--- config.mk ---
export PLATFORM = sky130hd
export DESIGN_NAME = delay_bist_ctrl
export DESIGN_NICKNAME = d
export VERILOG_FILES = /design/src/rtl/delay_bist_ctrl_pkg.sv /design/src/rtl/bist_vec_cnt.sv /design/src/rtl/delay_bist_ctrl.sv
export SDC_FILE = /design/constraint.sdc
export NUM_CORES = 1
export LEC_CHECK = 0
export ABC_CLOCK_PERIOD_IN_PS = 8500
export BUFFER_PORTS_ARGS = -buffer_cell sky130_fd_sc_hd__clkbuf_2
export CAP_MARGIN = 20
export CORE_MARGIN = 1.5
export CORE_UTILIZATION = 45
export CTS_CLUSTER_SIZE = 14
export DETAILED_ROUTE_END_ITERATION = 8
export GPL_TIMING_DRIVEN = 1
export PLACE_DENSITY_LB_ADDON = 0.3
export SLEW_MARGIN = 0
export SYNTH_ARGS = -nofsm -noshare
export SYNTH_HDL_FRONTEND = slang
export SYNTH_HIERARCHICAL = 1
export SYNTH_SLANG_ARGS = --single-unit
--- constraint.sdc ---
create_clock -name clk -period 8.5 [get_ports clk]
set_clock_uncertainty 0.2 [all_clocks]
set_input_delay 1.7 -clock clk [delete_from_list [all_inputs] [get_ports clk]]
set_output_delay 1.7 -clock clk [all_outputs]
set_load 0.005 [all_outputs]
--- src/rtl/delay_bist_ctrl_pkg.sv ---
// Shared definitions for the delay-line BIST controller.
//   bist_state_e  : controller FSM state encoding
//   DEPTH_DEFAULT : default number of delay-line stages
//   NO_ERR_IDX    : first_err_idx value when no mismatch was seen
//   CNT_W         : width of the pattern/compare cycle counter
package delay_bist_ctrl_pkg;

  typedef enum logic [2:0] {
    StIdle,
    StClear,
    StRun,
    StDrain,
    StDone
  } bist_state_e;

  localparam int unsigned DEPTH_DEFAULT = 33;
  localparam logic [7:0]  NO_ERR_IDX    = 8'hFF;
  // n runs up to num_vec + tap = 255 + 63, so 9 bits are needed.
  localparam int unsigned CNT_W         = 9;

  // Saturating 8-bit increment for the error counter.
  function automatic logic [7:0] sat_inc8(input logic [7:0] v);
    return (v == 8'hFF) ? v : v + 8'd1;
  endfunction

endpackage

--- src/rtl/bist_vec_cnt.sv ---
// Pattern/compare index counter for the delay-line BIST.
// Counts the RUN+DRAIN cycle index n and derives the compare index
// j = n - tap - 1 together with its validity window 0 <= j < num_vec.
//   clk, rstn : clock, asynchronous active-low reset
//   clr       : reload n to 0
//   en        : advance n by one
//   tap       : latched tap under test
//   num_vec   : latched number of vectors
//   pat_off   : n truncated to the sample width (pattern offset)
//   j         : compare index (valid only when j_valid)
//   j_valid   : current cycle carries a compare
//   run_last  : n == num_vec-1 (last stimulus cycle)
//   cmp_last  : current compare is the final one (j == num_vec-1)
module bist_vec_cnt
  import delay_bist_ctrl_pkg::*;
#(
  parameter int unsigned WIDTH = 7
) (
  input  logic             clk,
  input  logic             rstn,
  input  logic             clr,
  input  logic             en,
  input  logic [5:0]       tap,
  input  logic [7:0]       num_vec,
  output logic [WIDTH-1:0] pat_off,
  output logic [7:0]       j,
  output logic             j_valid,
  output logic             run_last,
  output logic             cmp_last
);

  logic [CNT_W-1:0] n_q, n_d;
  logic [CNT_W-1:0] j_full;

  always_comb begin
    n_d = n_q;
    if (clr) begin
      n_d = '0;
    end else if (en) begin
      n_d = n_q + CNT_W'(1);
    end
  end

  always_ff @(posedge clk or negedge rstn) begin
    if (!rstn) begin
      n_q <= '0;
    end else begin
      n_q <= n_d;
    end
  end

  // j wraps when n <= tap; the n > tap term masks that case out.
  assign j_full   = n_q - {3'b000, tap} - CNT_W'(1);
  assign j_valid  = (n_q > {3'b000, tap}) && (j_full < {1'b0, num_vec});
  assign j        = j_full[7:0];
  assign pat_off  = WIDTH'(n_q);
  assign run_last = (n_q == ({1'b0, num_vec} - CNT_W'(1)));
  assign cmp_last = j_valid && (j_full[7:0] == (num_vec - 8'd1));

endmodule

--- src/rtl/delay_bist_ctrl.sv ---
// BIST controller for an external tapped delay line.
// Drives an incrementing pattern seed+n into the line, compares the selected
// tap output against the expected delayed pattern and reports results.
//   clk, rstn     : clock, asynchronous active-low reset
//   start, abort  : test request (IDLE only) / synchronous cancel
//   tap_sel       : tap under test; num_vec : vector count; seed : first value
//   dl_clr        : one-cycle clear strobe to the delay line
//   dl_din        : stimulus to the delay line; dl_tap : tap select
//   dl_dout       : selected tap output from the delay line
//   busy, done, pass, cfg_err, aborted, err_cnt, first_err_idx : status
module delay_bist_ctrl
  import delay_bist_ctrl_pkg::*;
#(
  parameter int unsigned WIDTH = 7,
  parameter int unsigned DEPTH = DEPTH_DEFAULT
) (
  input  logic                    clk,
  input  logic                    rstn,
  input  logic                    start,
  input  logic                    abort,
  input  logic [5:0]              tap_sel,
  input  logic [7:0]              num_vec,
  input  logic signed [WIDTH-1:0] seed,
  output logic                    dl_clr,
  output logic signed [WIDTH-1:0] dl_din,
  output logic [5:0]              dl_tap,
  input  logic signed [WIDTH-1:0] dl_dout,
  output logic                    busy,
  output logic                    done,
  output logic                    pass,
  output logic                    cfg_err,
  output logic                    aborted,
  output logic [7:0]              err_cnt,
  output logic [7:0]              first_err_idx
);

  bist_state_e state_q, state_d;

  logic [5:0]              tap_q, tap_d;
  logic [7:0]              nv_q, nv_d;
  logic signed [WIDTH-1:0] seed_q, seed_d;
  logic [7:0]              err_cnt_q, err_cnt_d;
  logic [7:0]              fe_q, fe_d;
  logic                    pass_q, pass_d;
  logic                    cfg_err_q, cfg_err_d;
  logic                    aborted_q, aborted_d;

  logic             cnt_clr, cnt_en;
  logic [WIDTH-1:0] pat_off;
  logic [7:0]       j;
  logic             j_valid, run_last, cmp_last;
  logic             tap_bad;
  logic             mismatch;
  logic [WIDTH-1:0] exp_val;

  assign cnt_clr = (state_q == StIdle) && start;
  assign cnt_en  = (state_q == StRun) || (state_q == StDrain);
  assign tap_bad = 32'(tap_sel) > (DEPTH - 32'd1);

  bist_vec_cnt #(
    .WIDTH (WIDTH)
  ) u_vec_cnt (
    .clk      (clk),
    .rstn     (rstn),
    .clr      (cnt_clr),
    .en       (cnt_en),
    .tap      (tap_q),
    .num_vec  (nv_q),
    .pat_off  (pat_off),
    .j        (j),
    .j_valid  (j_valid),
    .run_last (run_last),
    .cmp_last (cmp_last)
  );

  // A cancelled cycle does not contribute a compare result.
  assign exp_val  = seed_q + WIDTH'(j);
  assign mismatch = cnt_en && j_valid && !abort && ($unsigned(dl_dout) != exp_val);

  always_comb begin
    state_d   = state_q;
    tap_d     = tap_q;
    nv_d      = nv_q;
    seed_d    = seed_q;
    err_cnt_d = err_cnt_q;
    fe_d      = fe_q;
    pass_d    = pass_q;
    cfg_err_d = cfg_err_q;
    aborted_d = aborted_q;

    if (mismatch) begin
      err_cnt_d = sat_inc8(err_cnt_q);
      if (err_cnt_q == 8'd0) begin
        fe_d = j;
      end
    end

    unique case (state_q)
      StIdle: begin
        if (start) begin
          tap_d     = tap_sel;
          nv_d      = num_vec;
          seed_d    = seed;
          err_cnt_d = 8'd0;
          fe_d      = NO_ERR_IDX;
          pass_d    = 1'b0;
          cfg_err_d = 1'b0;
          aborted_d = 1'b0;
          if (tap_bad) begin
            cfg_err_d = 1'b1;
            state_d   = StDone;
          end else if (num_vec == 8'd0) begin
            pass_d  = 1'b1;
            state_d = StDone;
          end else begin
            state_d = StClear;
          end
        end
      end
      StClear, StRun, StDrain: begin
        if (abort) begin
          aborted_d = 1'b1;
          pass_d    = 1'b0;
          state_d   = StIdle;
        end else if (state_q == StClear) begin
          state_d = StRun;
        end else if (state_q == StRun) begin
          if (run_last) begin
            state_d = StDrain;
          end
        end else if (cmp_last) begin
          // err_cnt_d already holds this cycle's final compare.
          pass_d  = (err_cnt_d == 8'd0) && !cfg_err_q;
          state_d = StDone;
        end
      end
      StDone: begin
        state_d = StIdle;
      end
      default: begin
        state_d = StIdle;
      end
    endcase
  end

  always_ff @(posedge clk or negedge rstn) begin
    if (!rstn) begin
      state_q   <= StIdle;
      tap_q     <= '0;
      nv_q      <= '0;
      seed_q    <= '0;
      err_cnt_q <= '0;
      fe_q      <= NO_ERR_IDX;
      pass_q    <= 1'b0;
      cfg_err_q <= 1'b0;
      aborted_q <= 1'b0;
    end else begin
      state_q   <= state_d;
      tap_q     <= tap_d;
      nv_q      <= nv_d;
      seed_q    <= seed_d;
      err_cnt_q <= err_cnt_d;
      fe_q      <= fe_d;
      pass_q    <= pass_d;
      cfg_err_q <= cfg_err_d;
      aborted_q <= aborted_d;
    end
  end

  assign dl_clr        = (state_q == StClear);
  assign dl_din        = (state_q == StRun) ? (seed_q + pat_off) : '0;
  assign dl_tap        = tap_q;
  assign busy          = (state_q == StClear) || cnt_en;
  assign done          = (state_q == StDone);
  assign pass          = pass_q;
  assign cfg_err       = cfg_err_q;
  assign aborted       = aborted_q;
  assign err_cnt       = err_cnt_q;
  assign first_err_idx = fe_q;

endmodule
==> results of run 1 <==
==> worst min path at each step <==
stage	from	end	slack (ns)	depth (start not counted)
2_1_floorplan	seed_q[0]	seed_q[0]	0.28	2
3_3_place_gp	aborted	aborted	0.29	1
3_5_place_dp	dl_tap[4]	dl_tap[4]	0.30	2
4_1_cts	dl_tap[4]	dl_tap[4]	0.32	2
5_1_grt	dl_tap[4]	dl_tap[4]	0.35	2
6_report	dl_tap[4]	dl_tap[4]	0.32	2
==> metal layers <==
| metal | vias up | part of all wire, % | global-route usage [%] |
|---|---|---|---|
| met5 | - | 0 | 0 |
| met4 | 0 | 0.54 | 4.505 |
| met3 | 4 | 4.5 | 2.792 |
| met2 | 86 | 47 | 36.50 |
| met1 | 1662 | 48 | 30.90 |
| li1 | 1709 | - | - |
==> power groups by stage <==
stage	Combinational (W)	Clock [W]	Sequential, W
after global routing	0.00113	0.000205	0.000422
final	0.00102	0.000190	0.000410
after floorplan	0.000806	0	0.000376
after global placement	0.000985	0	0.000410
after detailed placement	0.00101	0	0.000415
after CTS	0.00102	0.000195	0.000409
==> cells in the mapped netlist (all sizes together), types with 2 or more instances <==
master / n
a211oi: 6
a21o: 4
a21oi: 23
a311oi: 2
a31oi: 2
and2: 4
and3: 4
and4: 3
buf: 9
clkbuf: 13
dfrtp: 44
dfstp: 8
fa: 3
ha: 31
inv: 30
mux2i: 13
nand2: 90
nand2b: 5
nand3: 9
nand4: 5
nor2: 36
nor2b: 5
nor3: 11
nor3b: 4
nor4: 9
o2111ai: 2
o211ai: 2
o21ai: 14
or2: 2
or3: 10
xnor2: 29
xor2: 20
xor3: 2
==> metrics by stage <==
| stage | area [µm²] | hold WS (ns) |
|---|---|---|
| floorplan | 4069 | 0.2809 |
| global placement | 4423 | 0.2921 |
| detailed placement | 4423 | 0.2970 |
| CTS | 4549 | 0.3194 |
| global route | 4549 | 0.3480 |
| finish | 4549 | 0.3202 |
==> layout make-up <==
class                           count  area [µm²]
Fill cell                         837        4172
Multi-Input combinational cell    367        2519
Sequential cell                    52        1311
Timing Repair Buffer               68       345.3
Tap cell                          108       135.1
Inverter                           30       112.6
Clock buffer                        7       96.34
Clock inverter                      1       30.03
==> kinds of logic after synthesis <==
logic type	after synthesis
AOI/OAI and AO/OA	67
xor gates and xnor gates	51
adders and majority gates	34
buffers and inverters	52
DFF	52
muxes	13
and+or+nand+nor	202
==> flip-flops by register name, indices dropped and copies added (netlist names) <==
signal	cells
nv_q	8
dl_tap	6
aborted	1
cfg_err	1
seed_q	7
pass	1
first_err_idx	8
u_vec_cnt/n_q	9
err_cnt	8
state_q	3
==> worst reg2reg max path, delay by kind of cell, from the launching register on <==
kind / cells / cell delay, ns
AO/OA/AOI/OAI: 5 / 0.97
XOR/XNOR: 1 / 0.45
adder cells (fa/ha/maj): 2 / 0.78
flip-flops: 1 / 0.52
multiplexers: 1 / 0.23
AND/OR/NAND/NOR: 5 / 0.97
==> run metrics, run 1 <==
cell count along the critical path=9; root buf cell=clkbuf_8; Setup-failing EPs final=0; pins over their slew limit=0; status=finished clean; # DRC=0; Core Util, Final=between 50% and 60%; FFs w/ async S/R, synth=between 90% and 100%; dominant cells by area after synthesis=dfrtp_1, ha_1, nand2_1; clock buffer count from CTS=5; via/cell ratio=roughly 5.5; Worst-Margin Slew=~0.70 ns; flops & latches, synth=52; cell with the most instances on the worst path=a21oi_1; HPWL after DPL=just under 8000 µm; most common cell after layout, fill and taps aside=nand2_1; setup_tns=0 ns; CP max-delay cell=dfrtp_1; adder-cell share of the synthesized area=approximately 11%; Layout area overhead=11.81%; DIE AREA=between 0.009 and 0.01 mm²; Seq/Total Area, Yosys=between 30 and 40%; Starting Density=46.66%; port buffer count=66; Synth Area in Simple Gates=24.38%; CP startpoint kind=flip-flop; CP Buf/Inv Count=1; sw power=about 0.00076 W; Top delay family on crit path=compound AO/OA/AOI/OAI gates; FMAX=230.5 MHz; FF-to-FF path depth=14; Sw Ratio=46.79%; peak supply drop=approximately 180 µV; crit path to=dl_din[6]; Worst Path Class, Setup=reg2out; Routability Congestion=slightly below 0.9; drt pass-1 iters=4; WP data required=about 6.6 ns; main combinational cell family by area after synthesis=simple AND/OR/NAND/NOR gates; critical path peak fanout=7; Worst Setup End Kind=output pin; CTS Hold Buffers Added=0; number of enable flip-flop cells after synthesis=0; Iteration-0 DRC Markers=225; pre-CTS setup slack=4.345 ns; die height=just under 100 µm; Period minus WS final=between 4 and 5 ns; Sink Count=52; most frequent cells in the layout=nand2_1, clkbuf_2, dfrtp_1; clock share of power=a little under an eighth; GRT Util Overall=21.98%; MaxCap Viol Count=0; Tot Pwr=0.001618 W; post-synthesis net count=537; Reg-to-Reg End=first_err_idx[2]; xor and xnor area share after synthesis=12.18%; postcts setup bufs=0; Post-Synthesis Cells=approximately 470; slowest stage delay, CP=about 0.48 ns; pin count of the biggest net entering global routing=53; area leader, netlist=dfrtp_1; WP data arrival=2.44 ns; first-pass GRT wire length=between 15000 and 20000 µm; pwr dens=about 360 mW/mm²; ys flop type=dfrtp_1; total number of vias=~3.5k; I/O pins=67; Ys Warns=6; clk_lat worst skew=around 0.31 ns; H-tree lvl count=2; vias in the first global route=between 3k and 4k; final critical-path setup slack=between 4 and 5 ns; Final Cycle Share=around half; initial antenna violation count=0; die width=approximately 98 µm; Core Footprint=~0.0087 mm²; Cell Area, Synth=0.004069 mm²; critical-path cell list=ha_1 -> fa_1 -> a21o_1 -> a21oi_1 -> o21bai_1 -> a21oi_1 -> xnor2_1 -> nor2_1 -> clkbuf_2; Slew HR=between 50% and 60%; CP Launch Point=u_vec_cnt/n_q[0]; layout cells sized above 1=between 10% and 20%; Pint=0.0008609 W; Syn Area/Cell=between 8 and 9 µm²; RSZ-0062 raised after global routing=false; worst min path class=reg2reg; antenna-violating nets left=0; clock tree buffer depth=2; CTS tree=built; RR Startpoint=u_vec_cnt/n_q[4]; drt wl/cell=between 15 and 20 µm; share of the synthesized area in the top cell type=between 20% and 30%; Final Non-Filler Cells=between 600 and 700; nets@finish=just under 600; Seq pwr share=25.3%; P_leak=between 2 and 2.5 nW; ANT cells=0; Worst-path clk slew=0.09 ns; routed wire length=approximately 10000 µm; synth unique cells=63; Rows=34; Logic pwr share=between 60% and 70%; Hold Violations, Final=0; post-synthesis compound-gate area fraction=around 11%; post-synthesis mux area share=under 10%; gr ovfl total=0; R2R setup slack=4.29 ns; post-CTS sizing=0; placed insts=around 630
(Power assumes the default switching activity.)
==> inputs of run 2 (changes only) <==
--- a/config.mk
+++ b/config.mk
@@ -5,7 +5,8 @@
 export SDC_FILE = /design/constraint.sdc
 export NUM_CORES = 1
 export LEC_CHECK = 0
-export ABC_CLOCK_PERIOD_IN_PS = 8500
+export ABC_AREA = 1
+export ABC_CLOCK_PERIOD_IN_PS = 4290
 export BUFFER_PORTS_ARGS = -buffer_cell sky130_fd_sc_hd__clkbuf_2
 export CAP_MARGIN = 20
 export CORE_MARGIN = 1.5
==> constraint.sdc (replaced) <==
create_clock -name clk -period 4.29 [get_ports clk]
set_clock_uncertainty 0.2 [all_clocks]
set_input_delay 0.858 -clock clk [delete_from_list [all_inputs] [get_ports clk]]
set_output_delay 0.858 -clock clk [all_outputs]
set_load 0.005 [all_outputs]
==> run 2 against run 1 <==
- sequential power rose by 99%
- global-route usage rose by 1.4 points
- via count rose by 24%
- clock power rose by 60%
- total power rose by 140%
- final area rose by 8.1%
- clock-buffer cell count fell by 2
- critical endpoint is now first_err_idx[2]
- largest cell class unchanged
==> run metrics, run 2 <==
ANT cells=0; WP data required=approximately 4.4 ns; count leader, synth=nand2_1; Routability Congestion=0.9404; Post-Synthesis Cells=approximately 660; flops & latches, synth=52; Setup-failing EPs final=0; FFs w/ async S/R, synth=100.0%; clk_lat worst skew=about 0.33 ns; status=finished clean; ys flop type=dfrtp_1; DIE AREA=0.01038 mm²; Hold Violations, Final=0; placed insts=approximately 840; dominant cells by area after synthesis=dfrtp_1, nand2_1, ha_1; # DRC=0; vias in the first global route=~4.0k; Final Cell Area=slightly below 0.005 mm²; Hold Crit Start=first_err_idx[3]; pin count of the biggest net entering global routing=33; peak supply drop=~360 µV; Ys Warns=6; drt wl/cell=between 10 and 15 µm; die height=a little over 100 µm; setup_tns=0 ns; post-synthesis net count=723; Layout area overhead=11.74%; Starting Density=a little under half; Cell Area, Synth=between 0.004 and 0.005 mm²; number of enable flip-flop cells after synthesis=0; pins over their slew limit=0; Rows=35; first-pass GRT wire length=18820 µm; nets@finish=slightly below 800; Slew HR=between 40% and 50%; Iteration-0 DRC Markers=around 270; RR Startpoint=u_vec_cnt/n_q[0]; I/O pins=67; RSZ-0062 raised after global routing=false; pwr dens=just under 800 mW/mm²; share of the synthesized area in the top cell type=around 25%; drt pass-1 iters=7; initial antenna violation count=0; post-CTS sizing=0; CTS Hold Buffers Added=0; hold slack=0.3137 ns; routed wire length=11550 µm; root buf cell=clkbuf_8; MaxCap Viol Count=0; clock tree buffer depth=2; P_leak=approximately 2.8 nW; Core Footprint=roughly 0.0094 mm²; Post-synth top cells=nand2_1, inv_1, nor2_1; CP startpoint kind=flip-flop; area leader, netlist=dfrtp_1; Worst Setup End Kind=flip-flop; Final Non-Filler Cells=around 850; CTS tree=built; clock buffer count from CTS=5; die width=101.9 µm; Seq/Total Area, Yosys=between 20% and 30%; antenna-violating nets left=0; Final Cycle Share=between 90 and 100%; synth unique cells=44; GRT Util Overall=between 20% and 30%; via/cell ratio=5.066; Period minus WS final=3.962 ns; HPWL after DPL=between 9000 and 10000 µm; Syn Area/Cell=approximately 6.7 µm²; FMAX=around 250 MHz; most frequent cells in the layout=nand2_1, inv_1, clkbuf_2; critical path peak fanout=10; layout cells sized above 1=roughly 17%; H-tree lvl count=2; Worst-path clk slew=about 0.11 ns; CP Launch Point=u_vec_cnt/n_q[0]; placed instance area=between 0.004 and 0.005 mm²; postcts setup bufs=0; Sink Count=52; WP data arrival=roughly 4.0 ns; Core Util, Final=52.48%; max reg flops=9; port buffer count=between 60 and 70; most common cell after layout, fill and taps aside=nand2_1; Worst Path Class, Setup=reg2reg; worst min path class=reg2reg; total number of vias=4301; Worst-Margin Slew=a little under 0.8 ns; gr ovfl total=0; Largest Register=u_vec_cnt/n_q
==> run 2: cell types whose count changed after synthesis, moves of 20 or more <==
cell / before / now
inv_1: 30 / 92
nand2_1: 90 / 214
nor2_1: 36 / 65
xnor2_1: 28 / 8
nand3_1: 9 / 55
==> run 2: layout make-up <==
type,count,area (µm²)
fillers,939,4453
multi-input cells,491,2619
flip-flops and latches,52,1311
inverters,100,380.4
repair buffers,69,352.8
well taps,129,161.4
clock buffers,5,68.82
clock inverters,3,25.02
==> run 2: power by group <==
group | switching (W) | internal, W | total, W
Sequential | 0.000178 | 0.000637 | 0.000815
Clock | 0.000184 | 0.000119 | 0.000304
Combinational | 0.00173 | 0.000964 | 0.00269
==> run 2: final timing paths <==
check                                   end  slack, ns  cells past startpoint
hold reg to reg            first_err_idx[3]       0.31                      2
min in group asynchronous           aborted       0.35                      1
hold / removal             first_err_idx[3]       0.31                      2
max in group asynchronous  first_err_idx[0]       2.66                      2
setup reg to reg           first_err_idx[2]       0.33                     21
setup / recovery           first_err_idx[2]       0.33                     21
==> run 2: logic make-up after synthesis <==
family,count (synthesis),synth area share (%)
buffers and inverters,114,10.77
XOR/XNOR,20,3.980
AND/OR/NAND/NOR,373,37.15
AO/OA/AOI/OAI,64,8.130
flip-flops,52,29.79
adder cells (fa/ha/maj),34,10.18
==> run 2: stage by stage <==
stage	power [W]	setup slack, ns
floorplan	0.002841	0.9215
global placement	0.003410	0.5100
detailed placement	0.003474	0.3884
CTS	0.003796	0.3424
global route	0.004243	0.03014
finish	0.003809	0.3277
==> run 2: critical path, cell delays in order (launching register included) <==
cell and delay, ns:
dfrtp_1 0.47, ha_1 0.24, inv_1 0.07, fa_1 0.42
xnor2_1 0.49, ha_1 0.35, a21o_1 0.17, o21bai_1 0.14
nand2_1 0.06, nand2_1 0.06, nand3b_1 0.07, nand2_1 0.06
nand2_1 0.06, inv_1 0.06, nand2_1 0.08, nor2_4 0.22
nand2_8 0.11, inv_6 0.08, nand2_2 0.12, inv_1 0.21
nand2_1 0.08, nand3_1 0.09
==> run 2: routing by layer <==
metal | vias to the layer above | share of wire [%] | GRT usage [%]
li1 | 2186 | - | -
met1 | 1936 | 46 | 31.11
met3 | 28 | 6.6 | 4.309
met5 | - | 0 | 0
met2 | 151 | 44 | 38.05
met4 | 0 | 2.8 | 8.851
